<file path="src/rtl/controlador_rega_if.sv">
// Bus bundle for the irrigation controller: enable/time-base/sensor inputs and valve/status outputs.
// ciclos exists only when REGA_CONTADOR_EN is defined.
interface controlador_rega_if;
  logic       habilita;
  logic       tick;
  logic       umidade_baixa;
  logic       umidade_critica;
  logic       nivel_baixo;
  logic       aspersao;
  logic       gotejamento;
  logic       enchimento;
  logic       alarme;
  logic [2:0] estado;
`ifdef REGA_CONTADOR_EN
  logic [7:0] ciclos;
`endif

  modport master (
`ifdef REGA_CONTADOR_EN
    input  ciclos,
`endif
    output habilita, tick, umidade_baixa, umidade_critica, nivel_baixo,
    input  aspersao, gotejamento, enchimento, alarme, estado
  );

  modport slave (
`ifdef REGA_CONTADOR_EN
    output ciclos,
`endif
    input  habilita, tick, umidade_baixa, umidade_critica, nivel_baixo,
    output aspersao, gotejamento, enchimento, alarme, estado
  );
endinterface

</file>
<file path="src/rtl/controlador_rega.sv">
// Irrigation valve controller: Moore FSM with dead-time, minimum on-time and timeout alarm.
// Optional irrigation-cycle counter output ciclos enabled by defining REGA_CONTADOR_EN.
module controlador_rega #(
  parameter int unsigned T_MIN   = 4,
  parameter int unsigned T_PAUSA = 2,
  parameter int unsigned T_MAX   = 16
) (
  input  logic              clock,
  input  logic              reset_n,
  controlador_rega_if.slave bus
);

  typedef enum logic [2:0] {
    OCIOSO      = 3'd0,
    PAUSA       = 3'd1,
    ASPERSAO    = 3'd2,
    GOTEJAMENTO = 3'd3,
    ENCHENDO    = 3'd4,
    ALARME      = 3'd5
  } estado_t;

  localparam logic [7:0] CNT_PAUSA = 8'(T_PAUSA);
  localparam logic [7:0] CNT_MIN   = 8'(T_MIN);
  localparam logic [7:0] CNT_MAX   = 8'(T_MAX);

  estado_t    estado_q, estado_d;
  estado_t    alvo_q, alvo_d;
  estado_t    demanda;
  logic [7:0] cnt_q, cnt_d;
  logic       aspersao_q, gotejamento_q, enchimento_q, alarme_q;

  always_comb begin
    if (bus.umidade_critica)    demanda = ASPERSAO;
    else if (bus.umidade_baixa) demanda = GOTEJAMENTO;
    else                        demanda = OCIOSO;
  end

  always_comb begin
    estado_d = estado_q;
    alvo_d   = alvo_q;
    if (!bus.habilita) begin
      estado_d = OCIOSO;
    end else begin
      case (estado_q)
        OCIOSO: begin
          if (bus.nivel_baixo) begin
            estado_d = ENCHENDO;
          end else if (demanda != OCIOSO) begin
            estado_d = PAUSA;
            alvo_d   = demanda;
          end
        end
        PAUSA: begin
          if (bus.nivel_baixo)         estado_d = ENCHENDO;
          else if (cnt_q == CNT_PAUSA) estado_d = alvo_q;
        end
        ASPERSAO, GOTEJAMENTO: begin
          // Timeout beats low tank, which beats the minimum on-time hold.
          if (cnt_q == CNT_MAX) begin
            estado_d = ALARME;
          end else if (bus.nivel_baixo) begin
            estado_d = ENCHENDO;
          end else if (cnt_q >= CNT_MIN) begin
            if (demanda == OCIOSO) begin
              estado_d = OCIOSO;
            end else if (demanda != estado_q) begin
              estado_d = PAUSA;
              alvo_d   = demanda;
            end
          end
        end
        ENCHENDO: begin
          if (cnt_q == CNT_MAX)      estado_d = ALARME;
          else if (!bus.nivel_baixo) estado_d = OCIOSO;
        end
        ALARME:  estado_d = ALARME;
        default: estado_d = OCIOSO;
      endcase
    end
  end

  always_comb begin
    cnt_d = cnt_q;
    if (estado_d != estado_q)         cnt_d = '0;
    else if (bus.tick && cnt_q != '1) cnt_d = cnt_q + 8'd1;
  end

  // Valve flags are decoded from the next state so they switch on the same edge as estado.
  always_ff @(posedge clock or negedge reset_n) begin
    if (!reset_n) begin
      estado_q      <= OCIOSO;
      alvo_q        <= GOTEJAMENTO;
      cnt_q         <= '0;
      aspersao_q    <= 1'b0;
      gotejamento_q <= 1'b0;
      enchimento_q  <= 1'b0;
      alarme_q      <= 1'b0;
    end else begin
      estado_q      <= estado_d;
      alvo_q        <= alvo_d;
      cnt_q         <= cnt_d;
      aspersao_q    <= (estado_d == ASPERSAO);
      gotejamento_q <= (estado_d == GOTEJAMENTO);
      enchimento_q  <= (estado_d == ENCHENDO);
      alarme_q      <= (estado_d == ALARME);
    end
  end

  assign bus.estado      = estado_q;
  assign bus.aspersao    = aspersao_q;
  assign bus.gotejamento = gotejamento_q;
  assign bus.enchimento  = enchimento_q;
  assign bus.alarme      = alarme_q;

`ifdef REGA_CONTADOR_EN
  logic [7:0] ciclos_q, ciclos_d;
  logic       fim_irrigacao;

  assign fim_irrigacao = ((estado_q == ASPERSAO) || (estado_q == GOTEJAMENTO)) &&
                         (estado_d != estado_q) && (estado_d != ALARME);

  always_comb begin
    ciclos_d = ciclos_q;
    if (fim_irrigacao && ciclos_q != '1) ciclos_d = ciclos_q + 8'd1;
  end

  always_ff @(posedge clock or negedge reset_n) begin
    if (!reset_n) ciclos_q <= '0;
    else          ciclos_q <= ciclos_d;
  end

  assign bus.ciclos = ciclos_q;
`endif

endmodule

</file>
<file path="src/flat_wrapper.sv">
// flat-port wrapper written by rule: the top's interface ports become plain ports
module controlador_rega_flat 
#(
  parameter int unsigned T_MIN   = 4,
  parameter int unsigned T_PAUSA = 2,
  parameter int unsigned T_MAX   = 16
)
  (clock, reset_n, bus_habilita, bus_tick, bus_umidade_baixa, bus_umidade_critica, bus_nivel_baixo, bus_aspersao, bus_gotejamento, bus_enchimento, bus_alarme, bus_estado);
  controlador_rega_if bus_i ();
  input  logic clock;
  input  logic reset_n;
  input wire logic [$bits(bus_i.habilita)-1:0] bus_habilita;
  input wire logic [$bits(bus_i.tick)-1:0] bus_tick;
  input wire logic [$bits(bus_i.umidade_baixa)-1:0] bus_umidade_baixa;
  input wire logic [$bits(bus_i.umidade_critica)-1:0] bus_umidade_critica;
  input wire logic [$bits(bus_i.nivel_baixo)-1:0] bus_nivel_baixo;
  output wire logic [$bits(bus_i.aspersao)-1:0] bus_aspersao;
  output wire logic [$bits(bus_i.gotejamento)-1:0] bus_gotejamento;
  output wire logic [$bits(bus_i.enchimento)-1:0] bus_enchimento;
  output wire logic [$bits(bus_i.alarme)-1:0] bus_alarme;
  output wire logic [$bits(bus_i.estado)-1:0] bus_estado;
  assign bus_i.habilita = bus_habilita;
  assign bus_i.tick = bus_tick;
  assign bus_i.umidade_baixa = bus_umidade_baixa;
  assign bus_i.umidade_critica = bus_umidade_critica;
  assign bus_i.nivel_baixo = bus_nivel_baixo;
  assign bus_aspersao = bus_i.aspersao;
  assign bus_gotejamento = bus_i.gotejamento;
  assign bus_enchimento = bus_i.enchimento;
  assign bus_alarme = bus_i.alarme;
  assign bus_estado = bus_i.estado;
  controlador_rega #(.T_MIN(T_MIN), .T_PAUSA(T_PAUSA), .T_MAX(T_MAX)) u_core (.clock(clock), .reset_n(reset_n), .bus(bus_i));
endmodule
</file>
<file path="config.mk">
export PLATFORM = sky130hd
export DESIGN_NAME = controlador_rega_flat
export DESIGN_NICKNAME = d
export VERILOG_FILES = /design/src/rtl/controlador_rega_if.sv /design/src/rtl/controlador_rega.sv /design/src/flat_wrapper.sv
export SDC_FILE = /design/constraint.sdc
export NUM_CORES = 1
export LEC_CHECK = 0
export BUFFER_PORTS_ARGS = -buffer_cell sky130_fd_sc_hd__buf_2
export CORE_ASPECT_RATIO = 0.75
export CORE_UTILIZATION = 40
export DETAILED_ROUTE_END_ITERATION = 8
export GPL_ROUTABILITY_DRIVEN = 0
export GPL_TIMING_DRIVEN = 0
export PLACE_DENSITY = 0.69
export RECOVER_POWER = 25
export SLEW_MARGIN = 20
export SYNTH_ARGS = -nofsm -noshare
export SYNTH_HDL_FRONTEND = slang
export SYNTH_SLANG_ARGS = --single-unit
</file>
<file path="constraint.sdc">
create_clock -name clock -period 3.2 [get_ports clock]
set_input_delay 0.32 -clock clock [delete_from_list [all_inputs] [get_ports clock]]
set_output_delay 0.32 -clock clock [all_outputs]
set_load 0.005 [all_outputs]
</file>
==> metrics.txt <==
vias in the first global route 1,077; CTS Sinks 17; power density over the cells 341 nW/um^2; sequential standard cell area 428 sq um; fillcell total 292; P_int 347 uW; clock buffer depth 2; Initial Utilization 42.4%; Comb power frac 17.7%; EDFF count, synth 0; dominant synthesized flop cell dfrtp_1; Pins Over Slew Limit 0; Seq cells post-synth 17; slew margin rel. 35.7%; # resized after CTS 0; initial antenna violation count 0; warnings from Yosys 0; post-route ant nets 0; post-DR wirelength/cell 16.3 microns; # nets final 167; first-pass GRT wire length 5130 microns; FFs w/ async S/R, synth 100%; Tightest Hold Check Type in2reg; 1st-iter DRT viols 87; Final Hold Fails 0; Worst-path clk slew 0.07 ns; Residual DRC 0; Tightest Pin Transition 0.964 ns; IO Count 14; Die X 66.7 microns; # H-tree levels 1; die height 50.5 microns; Sw Share 28.2%; maxcap violations 0; Net Switching 136 uW; Slowest cell on crit path nor4_2; HP Start bus_umidade_critica; CTS root buffer clkbuf_8; TNS Setup 0 ns; leakage power total 0.000634 uW; CP max FO 8; capturing point of the worst reg2reg path u_core.cnt_q[4]; internal reg-to-reg setup slack 0.99 ns; GRT Total Usage 20.4%; drt pass-1 iters 4; Clock power frac 33.8%; hpwl dp 2320 microns; Synth area leaders dfrtp_1 (30%), dfstp_2 (4.2%), ha_1 (4.0%), o21ai_0 (3.6%), nor3_1 (3.2%); Hold Path End u_core.alvo_q[0]; Via-to-Cell Ratio 6.20; kind of end point of the critical path flop; run status finished, final reports clean; Area growth syn-to-layout 12.9%; final WL 3150 microns; Seq pwr share 48.5%; worst-case reg-to-reg path depth 5; Die Footprint 3370 sq um; Avg Inst Size Synth 9.09 sq um; Antenna Diode Count 0; clk_lat worst skew 0.25 ns; Worst EP required 3.34 ns; Setup crit start kind flop; PortBufs 12; area of the multi-input gates 769 sq um; clk_skew 0.00170 ns; postcts setup bufs 0; fmax 0.453 GHz; Core Area 2960 sq um; fraction of layout cells with a size suffix above 1 20.0%; r2r startpoint u_core.cnt_q[2]; biggest cell delay along the critical path 0.60 ns; period utilization 69.0%; largest net degree at the start of global routing 18; hold_buf cts 1; post-synth top area share 29.9%; worst hold stages 2; syn_nets 149; count leader, synth dfrtp_1; min Tclk post-route 2.21 ns; Synth area leader dfrtp_1; Seq/Total Area, Yosys 34.1%; via count 1,196; type of the worst setup path reg2reg; critical path arrival 2.35 ns; final global-route overflow total 0; Core Util, Final 47.9%; unrepaired setup endpoints after global routing no; synth cell count leaders dfrtp_1 (15), inv_1 (9), o21ai_0 (9); worst vdd rail ir drop 242 uV; synth unique cells 52; synthesized instance count 138; dpl cell area 1360 sq um; fin area 1420 sq um; CTS tree yes; # rows 17; Finish-stage setup viols 0; Post-Syn Area 1250 sq um; cts bufs inserted 3; CP Cell Sequence nor4_2 -> nand2_2 -> a31oi_1 -> nand4_2 -> a2111oi_2
-- how the worst max path moves through the flow --
| stage | slack, ns | cells after the start | endpoint | start |
|---|---|---|---|---|
| 2_1_floorplan | 1.26 | 7 | u_core.cnt_q[2] | bus_umidade_baixa |
| 3_3_place_gp | 0.84 | 8 | u_core.cnt_q[2] | bus_umidade_baixa |
| 3_5_place_dp | 0.81 | 8 | u_core.cnt_q[2] | bus_umidade_baixa |
| 4_1_cts | 1.02 | 5 | u_core.cnt_q[4] | u_core.cnt_q[2] |
| 5_1_grt | 0.83 | 5 | u_core.cnt_q[4] | u_core.cnt_q[2] |
| 6_report | 0.99 | 5 | u_core.cnt_q[4] | u_core.cnt_q[2] |
-- critical path: cells and delay by family, from the launching register on --
| family | cells | cell delay, ns |
|---|---|---|
| compound gates | 2 | 0.63 |
| flops | 1 | 0.46 |
| simple gates | 3 | 1.01 |
-- routing by layer --
metal  routed length [microns]  vias up  part of all wire (%)  global-route usage, %
li1                          -      564                     -                      -
met5                         0        -                     0                      0
met3                       171        4                   5.4                   5.45
met1                      1560      587                    50                   29.6
met2                      1380       41                    44                   29.3
met4                        38        0                   1.2                   6.38
-- stage by stage --
| stage | setup WS (ns) | hold WS, ns | instances | power, uW |
|---|---|---|---|---|
| after CTS | 1.02 | 0.271 | 193 | 491 |
| after detailed placement | 0.806 | 0.267 | 188 | 322 |
| after global routing | 0.825 | 0.288 | 193 | 514 |
| after global placement | 0.839 | 0.268 | 188 | 319 |
| after floorplan | 1.26 | 0.0244 | 138 | 293 |
| final | 0.993 | 0.281 | 193 | 483 |
-- power by group through the flow --
stage / combinational [uW] / sequential (uW) / clock [uW]
final: 85.4 / 234 / 164
after global routing: 95.4 / 235 / 184
after CTS: 85.0 / 234 / 171
after detailed placement: 83.8 / 238 / 0
after global placement: 81.4 / 237 / 0
after floorplan: 56.3 / 236 / 0
-- layout make-up --
cell class	instances	share of cell area, %
buffer	5	1.68
clock buffer	4	3.18
inverter	9	2.39
multi-input combinational	107	54.3
sequential	17	30.2
tap	38	3.36
timing repair buffer	13	4.86
-- cell usage in the layout, fill, tap and decap left out, drive strengths merged, types with 4 or more instances in the layout --
cell	instances
nor3	8
ha	4
nor2	8
o21ai	11
nand4	4
nor3b	4
a21oi	4
nor4	4
dfrtp	15
inv	9
clkbuf	8
buf	13
nand2	5
nand3	7
a31oi	6
-- flip-flops by register name, summed over array words and instances, names as in the netlist --
| name | count |
|---|---|
| u_core.alvo_q | 2 |
| u_core.bus.alarme | 1 |
| u_core.bus.aspersao | 1 |
| u_core.bus.enchimento | 1 |
| u_core.bus.estado | 3 |
| u_core.bus.gotejamento | 1 |
| u_core.cnt_q | 8 |
-- logic make-up (layout without fill, tap and decap cells) --
kind of cell	count (synthesis)	in the layout	synth area share [%]
and+or+nand+nor	61	61	30.3
AOI/OAI and AO/OA	40	40	25.5
DFF	17	17	34.1
buffers and inverters	14	31	4.59
adders and majority gates	4	4	3.99
xor gates and xnor gates	1	1	0.698
muxes	1	1	0.798
Power figures use the tool's default switching activity.
